**config.mk**
```make
export PLATFORM = sky130hd
export DESIGN_NAME = calc_alu_seq
export DESIGN_NICKNAME = d
export VERILOG_FILES = /design/src/rtl/calc_alu_seq.sv
export SDC_FILE = /design/constraint.sdc
export NUM_CORES = 1
export LEC_CHECK = 0
export CORE_MARGIN = 2
export CORE_UTILIZATION = 56
export CTS_CLUSTER_DIAMETER = 50
export CTS_CLUSTER_SIZE = 40
export DETAILED_ROUTE_END_ITERATION = 16
export PLACE_DENSITY = 0.78
export SETUP_SLACK_MARGIN = 0.15
export SYNTH_ARGS = -nofsm -noshare
export SYNTH_HDL_FRONTEND = slang
export SYNTH_SLANG_ARGS = --single-unit
```
**constraint.sdc**
```tcl
create_clock -name clk_ALU -period 5.6 [get_ports clk_ALU]
set_input_delay 0.84 -clock clk_ALU [delete_from_list [all_inputs] [get_ports clk_ALU]]
set_output_delay 0.84 -clock clk_ALU [all_outputs]
set_load 0.02 [all_outputs]
```
**src/rtl/calc_alu_seq.sv**
```systemverilog
// calc_alu_seq: multi-cycle add/sub/shift-add mul/restoring div with sequential double-dabble BCD.
// Optional: define CALC_DIV_ROUND_EN to round DIV quotients (half-up) instead of truncating.
module calc_dd_digit (
  input  logic [3:0] d,
  input  logic       cin,
  output logic [3:0] q,
  output logic       cout
);
  logic [3:0] adj;
  assign adj  = (d >= 4'd5) ? d + 4'd3 : d;
  assign q    = {adj[2:0], cin};
  assign cout = adj[3];
endmodule

module calc_alu_seq #(
  parameter  int WIDTH  = 11,
  parameter  int DIGITS = 4,
  parameter  int FRAC   = 2,
  localparam int RES_W  = 2*WIDTH
) (
  input  logic                clk_ALU,
  input  logic                rst_ALU,
  input  logic [WIDTH-1:0]    in_numb,
  input  logic [1:0]          keys,
  input  logic [3:0]          arif,
  input  logic                start,
  output logic                busy,
  output logic                done,
  output logic [RES_W-1:0]    result,
  output logic                neg,
  output logic                div0,
  output logic                ovf,
  output logic [4*DIGITS-1:0] bcd,
  output logic [2:0]          dot_pos
);
  localparam int BCD_N = (RES_W*302 + 999)/1000 + 1;
  localparam int CNT_W = $clog2(RES_W+1);

  function automatic longint unsigned pow10(input int n);
    longint unsigned p = 1;
    for (int i = 0; i < n; i++) p = p * 10;
    return p;
  endfunction

  localparam logic [RES_W-1:0] POW_F = RES_W'(pow10(FRAC));
  localparam longint unsigned  MAX_V = pow10(DIGITS) - 1;

  typedef enum logic [1:0] {IDLE, CALC, BCD, DONE} state_t;
  typedef enum logic [1:0] {OP_ADD, OP_SUB, OP_MUL, OP_DIV} op_t;

  state_t             state;
  op_t                op, op_dec;
  logic               op_ok;
  logic [WIDTH-1:0]   a_r, b_r, wb;
  logic [RES_W-1:0]   a_ext, b_ext, wa, acc, res, sh, rem_sh, rem_nx, calc_val;
  logic [CNT_W-1:0]   cnt;
  logic [4*BCD_N-1:0] dd, dd_nx;
  logic [BCD_N:0]     cy;
  logic q_bit, calc_last, div_zero, sub_neg, neg_w, div0_w, ovf_c, dd_unused;

  assign a_ext     = {{(RES_W-WIDTH){1'b0}}, a_r};
  assign b_ext     = {{(RES_W-WIDTH){1'b0}}, wb};
  assign div_zero  = (wb == '0);
  assign sub_neg   = (wa < b_ext);
  assign ovf_c     = 64'(res) > MAX_V;
  assign cy[0]     = sh[RES_W-1];
  assign dd_unused = cy[BCD_N];

  always_comb begin
    op_ok  = 1'b1;
    op_dec = OP_ADD;
    case (arif)
      4'b1110: op_dec = OP_ADD;
      4'b1101: op_dec = OP_SUB;
      4'b1011: op_dec = OP_MUL;
      4'b0111: op_dec = OP_DIV;
      default: op_ok  = 1'b0;
    endcase
  end

  // One step of the running op; calc_val is the final value on the last CALC cycle
  always_comb begin
    rem_sh    = {acc[RES_W-2:0], wa[RES_W-1]};
    q_bit     = (rem_sh >= b_ext);
    rem_nx    = q_bit ? rem_sh - b_ext : rem_sh;
    calc_val  = '0;
    calc_last = 1'b0;
    case (op)
      OP_ADD: begin calc_val = wa + b_ext; calc_last = 1'b1; end
      OP_SUB: begin calc_val = sub_neg ? b_ext - wa : wa - b_ext; calc_last = 1'b1; end
      OP_MUL: begin
        calc_val  = wb[0] ? acc + wa : acc;
        calc_last = (cnt == CNT_W'(WIDTH-1));
      end
      default: begin
        calc_val = {wa[RES_W-2:0], q_bit};
`ifdef CALC_DIV_ROUND_EN
        if ((rem_nx + rem_nx) >= b_ext) calc_val = calc_val + 1'b1;
`endif
        if (div_zero) calc_val = '0;
        calc_last = div_zero || (cnt == CNT_W'(RES_W-1));
      end
    endcase
  end

  for (genvar g = 0; g < BCD_N; g++) begin : g_dig
    calc_dd_digit u_dig (
      .d(dd[4*g +: 4]), .cin(cy[g]), .q(dd_nx[4*g +: 4]), .cout(cy[g+1])
    );
  end

  always_ff @(posedge clk_ALU or posedge rst_ALU) begin
    if (rst_ALU) begin
      state <= IDLE;  op <= OP_ADD;
      a_r <= '0; b_r <= '0; wa <= '0; wb <= '0; acc <= '0; cnt <= '0;
      res <= '0; sh <= '0; dd <= '0; neg_w <= 1'b0; div0_w <= 1'b0;
      busy <= 1'b0; done <= 1'b0; result <= '0; neg <= 1'b0;
      div0 <= 1'b0; ovf <= 1'b0; bcd <= '0; dot_pos <= '0;
    end else begin
      done <= 1'b0;
      if (keys[1]) a_r <= in_numb;
      if (keys[0]) b_r <= in_numb;
      case (state)
        IDLE: if (start && op_ok) begin
          op    <= op_dec;
          wa    <= (op_dec == OP_DIV) ? a_ext * POW_F : a_ext;
          wb    <= b_r;
          acc   <= '0;
          cnt   <= '0;
          busy  <= 1'b1;
          state <= CALC;
        end
        CALC: begin
          cnt <= cnt + 1'b1;
          case (op)
            OP_MUL: begin acc <= calc_val; wa <= wa << 1; wb <= wb >> 1; end
            OP_DIV: begin acc <= rem_nx; wa <= {wa[RES_W-2:0], q_bit}; end
            default: ;
          endcase
          if (calc_last) begin
            res    <= calc_val;
            sh     <= calc_val;
            dd     <= '0;
            cnt    <= '0;
            neg_w  <= (op == OP_SUB) && sub_neg;
            div0_w <= (op == OP_DIV) && div_zero;
            state  <= ((op == OP_DIV) && div_zero) ? DONE : BCD;
          end
        end
        BCD: begin
          dd  <= dd_nx;
          sh  <= sh << 1;
          cnt <= cnt + 1'b1;
          if (cnt == CNT_W'(RES_W-1)) state <= DONE;
        end
        DONE: begin
          result  <= res;
          neg     <= neg_w;
          div0    <= div0_w;
          ovf     <= ovf_c;
          bcd     <= ovf_c ? {DIGITS{4'h9}} : dd[4*DIGITS-1:0];
          dot_pos <= (op == OP_DIV) ? 3'(FRAC) : 3'd0;
          done    <= 1'b1;
          busy    <= 1'b0;
          state   <= IDLE;
        end
        default: state <= IDLE;
      endcase
    end
  end
endmodule

```
==> impl_metrics.yaml, run 1 <==
clocking:
  cts_tree: "done"
  cts_sinks: 192
  htreeDepth: 4
  post_cts_buffers: 0
  cts-buffers-inserted: 17
  ctsResizeCount: 0
  clk_latency_ps: 450
  cts.clk_slew.worst_paths_ps: 80
  cts_hold_buffers: 0
  clock_path_buffers: 2
  root_buffer: "clkbuf_16"
synth:
  ys_ff_latch: 192
  synth_edf_count: 0
  synth_area_um2: 14100
  syn_inst: 1624
  postSynthAreaPerCell_um2: 8.69
  async_flop_share: 1.00
  ys_types: 85
  ys_seq_area_frac: 0.341
  yosys_warnings: 0
  ys.flop_type: "dfrtp_1"
routing:
  drtIter0Drc: 1403
  wirelength_um: 44200
  via_per_inst: 6.45
  wl_per_cell_um: 22.3
  ant_nets: 0
  vias: 12800
  drt_pass1_iterations: 7
  drc: 0
timing:
  clock.fmax_mhz: 232
  period_minus_slack_ps: 4310
  hold_viol: 0
  whs_ps: 494
  fin_tns_setup_ps: 0
  tightest_slew_ps: 1300
  fin_skew_ps: 15.1
  grt_setup_unrepaired: "no"
  period_share: 0.769
  slew_headroom: 0.136
  finalSetupViolations: 0
  slew_viol_final: 0
worst_setup_path:
  crit_path_top_delay_cell: "a311oi_2"
  r2r-end: "acc[4]"
  timing.rr.start: "wa[21]"
  reg2reg_slack_ps: 1290
  crit_arrival_ps: 4630
  path_class: "reg -> reg"
  reg2regPathDepth: 14
  cp-end-kind: "flop"
  cp_max_fo: 14
  path_cells: "inv_1 -> ha_1 -> inv_1 -> fa_1 -> a21o_1 -> a21oi_1 -> o21bai_1 -> a311oi_2 -> buf_4 -> nor2_1 -> a21oi_1 -> nor2_1 -> o2111ai_1 -> nand2_1"
  cpPeakStageDelay_ps: 1000
  crit_path_start_kind: "flop"
  critPathRequiredTime_ps: 5930
die:
  die_x_um: 163
  boundaryPins: 66
  dieArea_um2: 26500
  die_h_um: 163
  coreArea_um2: 25000
  initial_core_util: 0.565
  num_rows: 58
power_and_ir_drop:
  total_leakage_power_nw: 7.01
  total_power_w: 0.0107
  p_per_area_nw_per_um2: 684
  ir_worst_vdd_uv: 435
global_routing:
  grt_usage: 0.340
  grt_pass1_wl_um: 70200
  antenna_found_initial: 0
  grt_max_degree: 145
  grt_pass1_vias: 12300
  grt_overflow: 0
min_path:
  hp-class: "reg -> reg"
  whs_path_depth: 2
  worstHoldStart: "sh[12]"
  hold_path_end: "sh[12]"
finish:
  syn2layout_area_growth_pct: 10.6
  insertedDiodeCount: 0
  drive_gt1_frac: 0.0806
  final_nets: 1786
placement:
  hpwl_um: 32400
  gp_congestion: 1.07
  io_buffers: 63
status:
  status: "finished, final reports clean"
job:
  cap_violations: 0
==> stage by stage <==
| step | worst slack [ps] | instances | cell area [um^2] | util |
|---|---|---|---|---|
| after floorplan | 1900 | 1625 | 14100 | - |
| after CTS | 1370 | 1980 | 15600 | 0.625 |
| after detailed placement | 1410 | 1948 | 15000 | 0.599 |
| after global placement | 1470 | 1948 | 15000 | 0.599 |
| final | 1290 | 1980 | 15600 | 0.625 |
| after global routing | 1070 | 1980 | 15600 | 0.625 |
==> layout make-up <==
cell class / instances / area (um^2)
Clock inverter: 15 / 219
Tap cell: 330 / 413
Sequential cell: 192 / 4800
Timing Repair Buffer: 83 / 793
Inverter: 102 / 387
Clock buffer: 17 / 425
Multi-Input combinational cell: 1241 / 8560
Fill cell: 2142 / 9360
==> state kept, by name, indices dropped and copies added (netlist names) <==
register  flops
busy          1
wa           22
state         2
acc          22
div0          1
dot_pos       1
res          22
neg_w         1
ovf           1
sh           22
wb           11
dd           16
bcd          16
neg           1
op            2
a_r          11
done          1
cnt           5
result       22
b_r          11
div0_w        1
==> cells in the final DEF, fill, tap and decap left out, types with 7 or more instances in the layout <==
cell,instances
nand3_1,32
nor2_1,123
mux2_2,52
buf_4,19
clkdlybuf4s50_1,63
o21a_1,14
nand2_1,175
a21oi_1,119
a22o_1,8
nand4_1,11
nand3b_1,10
clkbuf_16,17
o21bai_1,10
fa_1,11
xnor2_1,41
o22ai_1,13
or3_1,10
o21ai_0,137
xor2_1,23
nand2b_1,12
inv_1,99
nor3_1,27
ha_1,116
mux2i_1,33
o31ai_1,15
a31oi_1,17
a21o_1,26
a22oi_1,7
nor4_1,8
o211ai_1,16
and3_1,28
dfrtp_1,192
a211oi_1,15
==> cell families (layout without fill, tap and decap cells) <==
| group | count (synthesis) | in the layout | share of synthesized area |
|---|---|---|---|
| AOI/OAI and AO/OA | 486 | 486 | 0.222 |
| xor gates and xnor gates | 64 | 64 | 0.0397 |
| adders and majority gates | 129 | 129 | 0.120 |
| buffers and inverters | 192 | 217 | 0.0539 |
| DFF | 192 | 192 | 0.341 |
| muxes | 86 | 86 | 0.0660 |
| other | 1 | 2 | 0.000266 |
| and+or+nand+nor | 474 | 474 | 0.158 |
==> per-layer routing <==
metal  vias to the layer above  wire length, um  global-route usage
li1                       5850                -                   -
met1                      6161            18200               0.473
met2                       664            20200               0.541
met3                       100             4270              0.0616
met4                         0             1470               0.109
met5                         -                0                   0
==> where the power goes <==
part / total [W] / internal [W] / switching (W)
Combinational: 0.00686 / 0.00255 / 0.00431
Clock: 0.00136 / 0.000666 / 0.000698
Sequential: 0.00245 / 0.00183 / 0.000622
==> synthesized netlist by cell type (all sizes together), types with 7 or more instances <==
| master | count | area [um^2] |
|---|---|---|
| a211oi | 15 | 113 |
| or3 | 11 | 73.8 |
| a21o | 26 | 195 |
| inv | 101 | 379 |
| o21bai | 10 | 75.1 |
| nand2b | 12 | 75.1 |
| a221oi | 8 | 82.6 |
| and3 | 28 | 175 |
| xnor2 | 41 | 359 |
| ha | 118 | 1480 |
| o31ai | 16 | 125 |
| nand3 | 32 | 160 |
| buf | 24 | 130 |
| a21oi | 119 | 596 |
| clkbuf | 66 | 248 |
| dfrtp | 192 | 4800 |
| nor2 | 124 | 468 |
| nand3b | 10 | 75.1 |
| a22o | 8 | 70.1 |
| o21a | 14 | 105 |
| mux2 | 53 | 601 |
| nor3 | 27 | 135 |
| xor2 | 23 | 201 |
| o21ai | 139 | 696 |
| mux2i | 33 | 330 |
| o211ai | 16 | 120 |
| nand4 | 11 | 68.8 |
| fa | 11 | 220 |
| a22oi | 7 | 52.6 |
| nor4 | 11 | 96.3 |
| o22ai | 13 | 81.3 |
| nand2 | 176 | 661 |
| a31oi | 18 | 113 |
==> critical path, delay by kind of cell, from the launching register on <==
family | cells | cell delay (ps)
flip-flops | 1 | 530
AND/OR/NAND/NOR | 3 | 250
adder cells (fa/ha/maj) | 2 | 680
AO/OA/AOI/OAI | 6 | 2000
buffers and inverters | 3 | 730
==> worst max path at each step <==
stage,start,end,slack [ps]
after floorplan,wb[0],sh[14],1900
after global placement,wb[1],sh[2],1470
after detailed placement,wb[1],sh[2],1410
after CTS,wb[1],sh[2],1370
after global routing,wb[0],res[18],1070
final,wa[21],acc[4],1290
Note: power is estimated with default switching activity, not from simulation.
==> run 2, diff against run 1 <==
==> constraint.sdc (replaced) <==
create_clock -name clk_ALU -period 3.45 [get_ports clk_ALU]
set_input_delay 0.5175 -clock clk_ALU [delete_from_list [all_inputs] [get_ports clk_ALU]]
set_output_delay 0.5175 -clock clk_ALU [all_outputs]
set_load 0.02 [all_outputs]
==> run 2 against run 1 <==
  * Non-clock buffer count increased by 175
  * Design area rose by 14%
  * Critical path depth unchanged
  * Flip-flop and latch count is the same
  * Sequential share of layout area down 3.8 points
  * Setup slack worse by 1200 ps
  * First-iteration DRC count is 7.3% higher
  * Die area unchanged
  * Via count grew 8.2%
  * Clock skew increased by 2.5 ps
  * Critical path type unchanged
  * Critical endpoint is now res[4]
  * Largest cell class unchanged
  * Largest power group unchanged
  * Highest routed layer unchanged
==> impl_metrics.yaml, run 2 (synthesized netlist as in run 1, its figures left out) <==
status:
  status: "finished, final reports clean"
power_and_ir_drop:
  p_int_w: 0.0105
  power.switching_w: 0.0105
  p_per_area_nw_per_um2: 1180
  pwr-share-comb: 0.723
  swShare: 0.499
  ir_worst_vdd_uv: 807
  p_clk_frac: 0.100
  pwr-share-seq: 0.177
  total_leakage_power_nw: 7.97
die:
  die_h_um: 163
  initial_core_util: 0.565
  dieArea_um2: 26500
  die_x_um: 163
  boundaryPins: 66
  num_rows: 58
  coreArea_um2: 25000
clocking:
  cts.clk_slew.worst_paths_ps: 80
  root_buffer: "clkbuf_16"
  clk_latency_ps: 450
  clock_path_buffers: 2
  cts-buffers-inserted: 17
  cts_hold_buffers: 0
  cts_sinks: 192
  cts_tree: "done"
  htreeDepth: 4
timing:
  period_share: 0.984
  slew_viol_final: 0
  hold_viol: 0
  finalSetupViolations: 0
  fin_skew_ps: 17.6
  setup_ws_ps: 56.8
  grt_setup_unrepaired: "yes"
  slew_headroom: 0.454
  tightest_slew_ps: 816
  clock.fmax_mhz: 295
  period_minus_slack_ps: 3390
finish:
  stdcell_area_um2: 17900
  fill_cells: 1901
  final-seq-area_um2: 4820
  final_cell_mix: "buf_4, dfrtp_1, nand2_1, nor2_1, o21ai_0"
  syn2layout_area_growth_pct: 26.6
  drive_gt1_frac: 0.246
  layout_commonest_cell: "buf_4"
  insertedDiodeCount: 0
  final_nets: 1961
  multi_input_area_um2: 9480
global_routing:
  grt_pass1_vias: 13200
  grt_max_degree: 137
  grt_pass1_wl_um: 74600
  antenna_found_initial: 0
  grt_usage: 0.366
  grt_overflow: 0
worst_setup_path:
  path_cells: "inv_2 -> ha_4 -> inv_2 -> fa_2 -> a21oi_2 -> o21ai_2 -> a211o_4 -> or2_4 -> buf_6 -> mux2_4 -> o31ai_4 -> xnor2_2 -> a221oi_2 -> o21ai_1"
  cpMostUsedCell: "inv_2"
  path_buf_inv: 3
  crit_family: "compound AO/OA/AOI/OAI gates"
  cpPeakStageDelay_ps: 410
  crit_arrival_ps: 3700
  crit_path_top_delay_cell: "dfrtp_1"
  critPathRequiredTime_ps: 3760
  cp-end-kind: "flop"
  cp_max_fo: 5
  crit_path_start_kind: "flop"
  path_class: "reg -> reg"
min_path:
  hp-class: "reg -> reg"
routing:
  vias: 13800
  drc: 0
  drt_pass1_iterations: 6
  via_per_inst: 6.41
  drtIter0Drc: 1505
  wirelength_um: 50200
  ant_nets: 0
  wl_per_cell_um: 23.3
placement:
  hpwl_um: 35500
  gp_congestion: 0.999
  post-place-ws_ps: -127
  io_buffers: 63
  dpl-instance-area_um2: 16100
job:
  cap_violations: 0
[run 2: changes by cell type in the layout (fill, tap and decap cells not counted), moves of 9 or more]
cell	change
a21oi_2	+11
dfrtp_1	-12
ha_1	-25
o21ai_0	-22
inv_2	+12
a211oi_1	-9
inv_1	-14
o21ai_2	+9
o21ai_1	+12
a21oi_1	-14
ha_4	+21
buf_4	+165
dfrtp_2	+12
[run 2: worst paths after layout]
| kind | startpoint | to | slack, ps | depth (start not counted) |
|---|---|---|---|---|
| hold / removal | div0_w | div0_w | 480 | 1 |
| setup reg to reg | wa[0] | res[4] | 60 | 14 |
| hold reg to reg | div0_w | div0_w | 480 | 1 |
| setup / recovery | wa[0] | res[4] | 60 | 14 |
| max in group asynchronous | rst_ALU | wa[2] | 2120 | 3 |
| min in group asynchronous | rst_ALU | acc[12] | 540 | 3 |
[run 2: layer usage]
metal	up-vias	global-route usage	part of all wire
li1	6215	-	-
met1	6727	0.500	0.41
met2	731	0.578	0.46
met3	151	0.0690	0.086
met4	0	0.141	0.044
met5	-	0	0
[run 2: power by group through the flow]
stage | logic (W) | registers [W] | clock network (W)
after floorplan | 0.00779 | 0.00371 | 0
after global placement | 0.0126 | 0.00364 | 0
after detailed placement | 0.0128 | 0.00367 | 0
after CTS | 0.0134 | 0.00364 | 0.00210
after global routing | 0.0162 | 0.00378 | 0.00219
final | 0.0152 | 0.00372 | 0.00210
[run 2: repair_timing]
action / in CTS / in global routing
pin swaps: 41 / 77
cloned: 0 / 1
buffers inserted: 12 / 20
resized for setup: 68 / 143
setup endpoints to repair: 49 / 55
[run 2: final cells by class]
cell class,instances,area share
Multi-Input combinational cell,1241,0.531
Sequential cell,192,0.270
Timing Repair Buffer,258,0.121
Clock buffer,21,0.0252
Tap cell,330,0.0231
Inverter,102,0.0219
Clock inverter,11,0.00785
[run 2: metrics by stage]
step / cells / util / hold WS (ps) / power, W / TNS [ps]
2_1_floorplan: 1625 / - / 441 / 0.0115 / 0
3_3_place_gp: 2090 / 0.644 / 462 / 0.0163 / -266
3_5_place_dp: 2090 / 0.644 / 465 / 0.0164 / -444
4_1_cts: 2134 / 0.682 / 484 / 0.0192 / 0
5_1_grt: 2155 / 0.715 / 508 / 0.0222 / -119
6_report: 2155 / 0.715 / 483 / 0.0211 / 0
==> run 3, diff against run 2 <==
--- a/config.mk
+++ b/config.mk
@@ -10,7 +10,9 @@
 export CTS_CLUSTER_DIAMETER = 50
 export CTS_CLUSTER_SIZE = 40
 export DETAILED_ROUTE_END_ITERATION = 16
+export HOLD_SLACK_MARGIN = 0.05
 export PLACE_DENSITY = 0.78
+export RECOVER_POWER = 100
 export SETUP_SLACK_MARGIN = 0.15
 export SYNTH_ARGS = -nofsm -noshare
 export SYNTH_HDL_FRONTEND = slang
==> run 3 against run 2 <==
  * The flow now finishes with violations (max-capacitance violations, max-slew violations)
  * Maximum frequency is 0.77% lower
  * Hold slack worse by 0.79 ps
  * Flip-flop and latch count stayed put
  * Count of clock-buffer cells in the layout stayed put
  * Global-route usage stayed put
  * Clock skew is 0.52 ps higher
  * Register-to-register slack worse by 30 ps
  * Combinational power hardly changed
  * Clock power hardly changed
  * Critical path type unchanged
  * Largest cell class unchanged
==> impl_metrics.yaml, run 3 (synthesized netlist as in run 1, its figures left out) <==
finish:
  final_util: 0.713
  syn2layout_area_growth_pct: 26.2
  final-seq-area_um2: 4820
  final_cell_mix: "dfrtp_1, buf_4, nand2_1, nor2_1, o21ai_0"
  insertedDiodeCount: 0
  final_nets: 1961
  fin_cells: 2155
  multi_input_area_um2: 9480
  fill_cells: 1914
  drive_gt1_frac: 0.244
routing:
  vias: 13900
  wirelength_um: 50200
  ant_nets: 0
  drtIter0Drc: 1429
  wl_met3_um: 4360
  met2RoutedLength_um: 23100
  wirelength_met1_um: 20600
  top_layer_used: "met4"
  via_per_inst: 6.45
  drc: 0
  drt_pass1_iterations: 8
  wl_per_cell_um: 23.3
status:
  violations: "max-capacitance violations, max-slew violations"
  status: "complete, but fails checks"
worst_setup_path:
  crit_arrival_ps: 3770
  critPathRequiredTime_ps: 3800
  cp_max_fo: 3
  crit_path_start_kind: "flop"
  cp-end-kind: "flop"
  path_class: "reg -> reg"
clocking:
  cts_hold_buffers: 0
  root_buffer: "clkbuf_16"
  clk_latency_ps: 450
  cts_sinks: 192
  cts_tree: "done"
  clock_path_buffers: 2
  cts.clk_slew.worst_paths_ps: 80
  cts-buffers-inserted: 17
  htreeDepth: 4
placement:
  gp_congestion: 0.999
  hpwl_um: 35500
  placed_cells: 2090
  io_buffers: 63
timing:
  clock.fmax_mhz: 292
  finalSetupViolations: 0
  hold_viol: 0
  grt_setup_unrepaired: "yes"
  period_minus_slack_ps: 3420
  period_share: 0.991
  slew_headroom: -0.247
  tightest_slew_ps: 1870
  fin_skew_ps: 18.2
  slew_viol_final: 228
power_and_ir_drop:
  ir_worst_vdd_uv: 781
  p_clk_frac: 0.100
  power.switching_w: 0.0105
  swShare: 0.501
  p_int_w: 0.0104
  total_leakage_power_nw: 8.00
  pwr-share-comb: 0.722
  pwr-share-seq: 0.177
  p_per_area_nw_per_um2: 1180
global_routing:
  antenna_found_initial: 0
  grt_max_degree: 137
  grt_pass1_vias: 13200
  grt_overflow: 0
  grt_pass1_wl_um: 74600
  grt_usage: 0.366
die:
  die_x_um: 163
  boundaryPins: 66
  die_h_um: 163
  initial_core_util: 0.565
  coreArea_um2: 25000
  dieArea_um2: 26500
  num_rows: 58
job:
  cap_violations: 3
min_path:
  hp-class: "reg -> reg"
## run 3: cell count changes in the layout (fill, tap and decap cells not counted)
cell,previous run,this run
ha_1,91,92
buf_12,3,0
clkinvlp_2,0,1
ha_2,6,5
clkbuf_1,3,6
dlygate4sd3_1,0,48
clkdlybuf4s50_1,63,15
clkbuf_4,0,2
clkbuf_2,0,2
clkinvlp_4,1,0
buf_4,184,180
## run 3: layer usage
metal	vias to the layer above	track usage
met5	-	0
met4	0	0.141
met3	171	0.0690
met2	751	0.578
met1	6763	0.500
li1	6213	-
## run 3: final cells by class
class / count / share of cell area
Timing Repair Buffer: 258 / 0.118
Sequential cell: 192 / 0.271
Tap cell: 330 / 0.0232
Inverter: 102 / 0.0219
Clock buffer: 21 / 0.0253
Multi-Input combinational cell: 1241 / 0.533
Clock inverter: 11 / 0.00787
## run 3: metrics by stage
| stage | power (W) | setup WS [ps] | hold WS, ps | instance area (um^2) | TNS, ps |
|---|---|---|---|---|---|
| detailed placement | 0.0164 | -127 | 465 | 16100 | -444 |
| global route | 0.0221 | -49.5 | 508 | 17800 | -132 |
| finish | 0.0209 | 30.6 | 482 | 17800 | 0 |
| floorplan | 0.0115 | 165 | 441 | 14100 | 0 |
| global placement | 0.0163 | -121 | 462 | 16100 | -266 |
| CTS | 0.0192 | 16.1 | 484 | 17000 | 0 |
## run 3: path summary, 6_finish.rpt
path                            startpoint  cells past startpoint  endpoint  slack, ps
worst min register to register      div0_w                      1    div0_w        480
min in group asynchronous          rst_ALU                      3   acc[12]       1110
worst min-delay path                div0_w                      1    div0_w        480
worst max-delay path                a_r[3]                     13    wa[16]         30
worst max register to register      a_r[3]                     13    wa[16]         30
max in group asynchronous          rst_ALU                      3     wa[2]        860
## run 3: timing repair
action | in CTS | in global routing
gates cloned | 0 | 1
resized for setup | 68 | 143
pin swaps | 41 | 77
endpoints found under the setup margin | 49 | 55
setup buffers | 12 | 20
## run 3: power by group through the flow
stage / Combinational, W / Sequential (W) / Clock (W)
floorplan: 0.00779 / 0.00371 / 0
global placement: 0.0126 / 0.00364 / 0
detailed placement: 0.0128 / 0.00367 / 0
CTS: 0.0134 / 0.00364 / 0.00210
global route: 0.0161 / 0.00377 / 0.00219
finish: 0.0151 / 0.00371 / 0.00210
## run 3: worst max-delay path, cell delays in order (launching register included)
cell and delay [ps]:
dfrtp_2 460, ha_4 290, ha_4 190, fa_1 540, ha_4 230, a21o_1 190
a21oi_4 200, o21bai_4 90, a2111oi_4 330, nor3_2 90, a31oi_1 240, xor2_1 100
o31a_1 250, o21ai_1 140
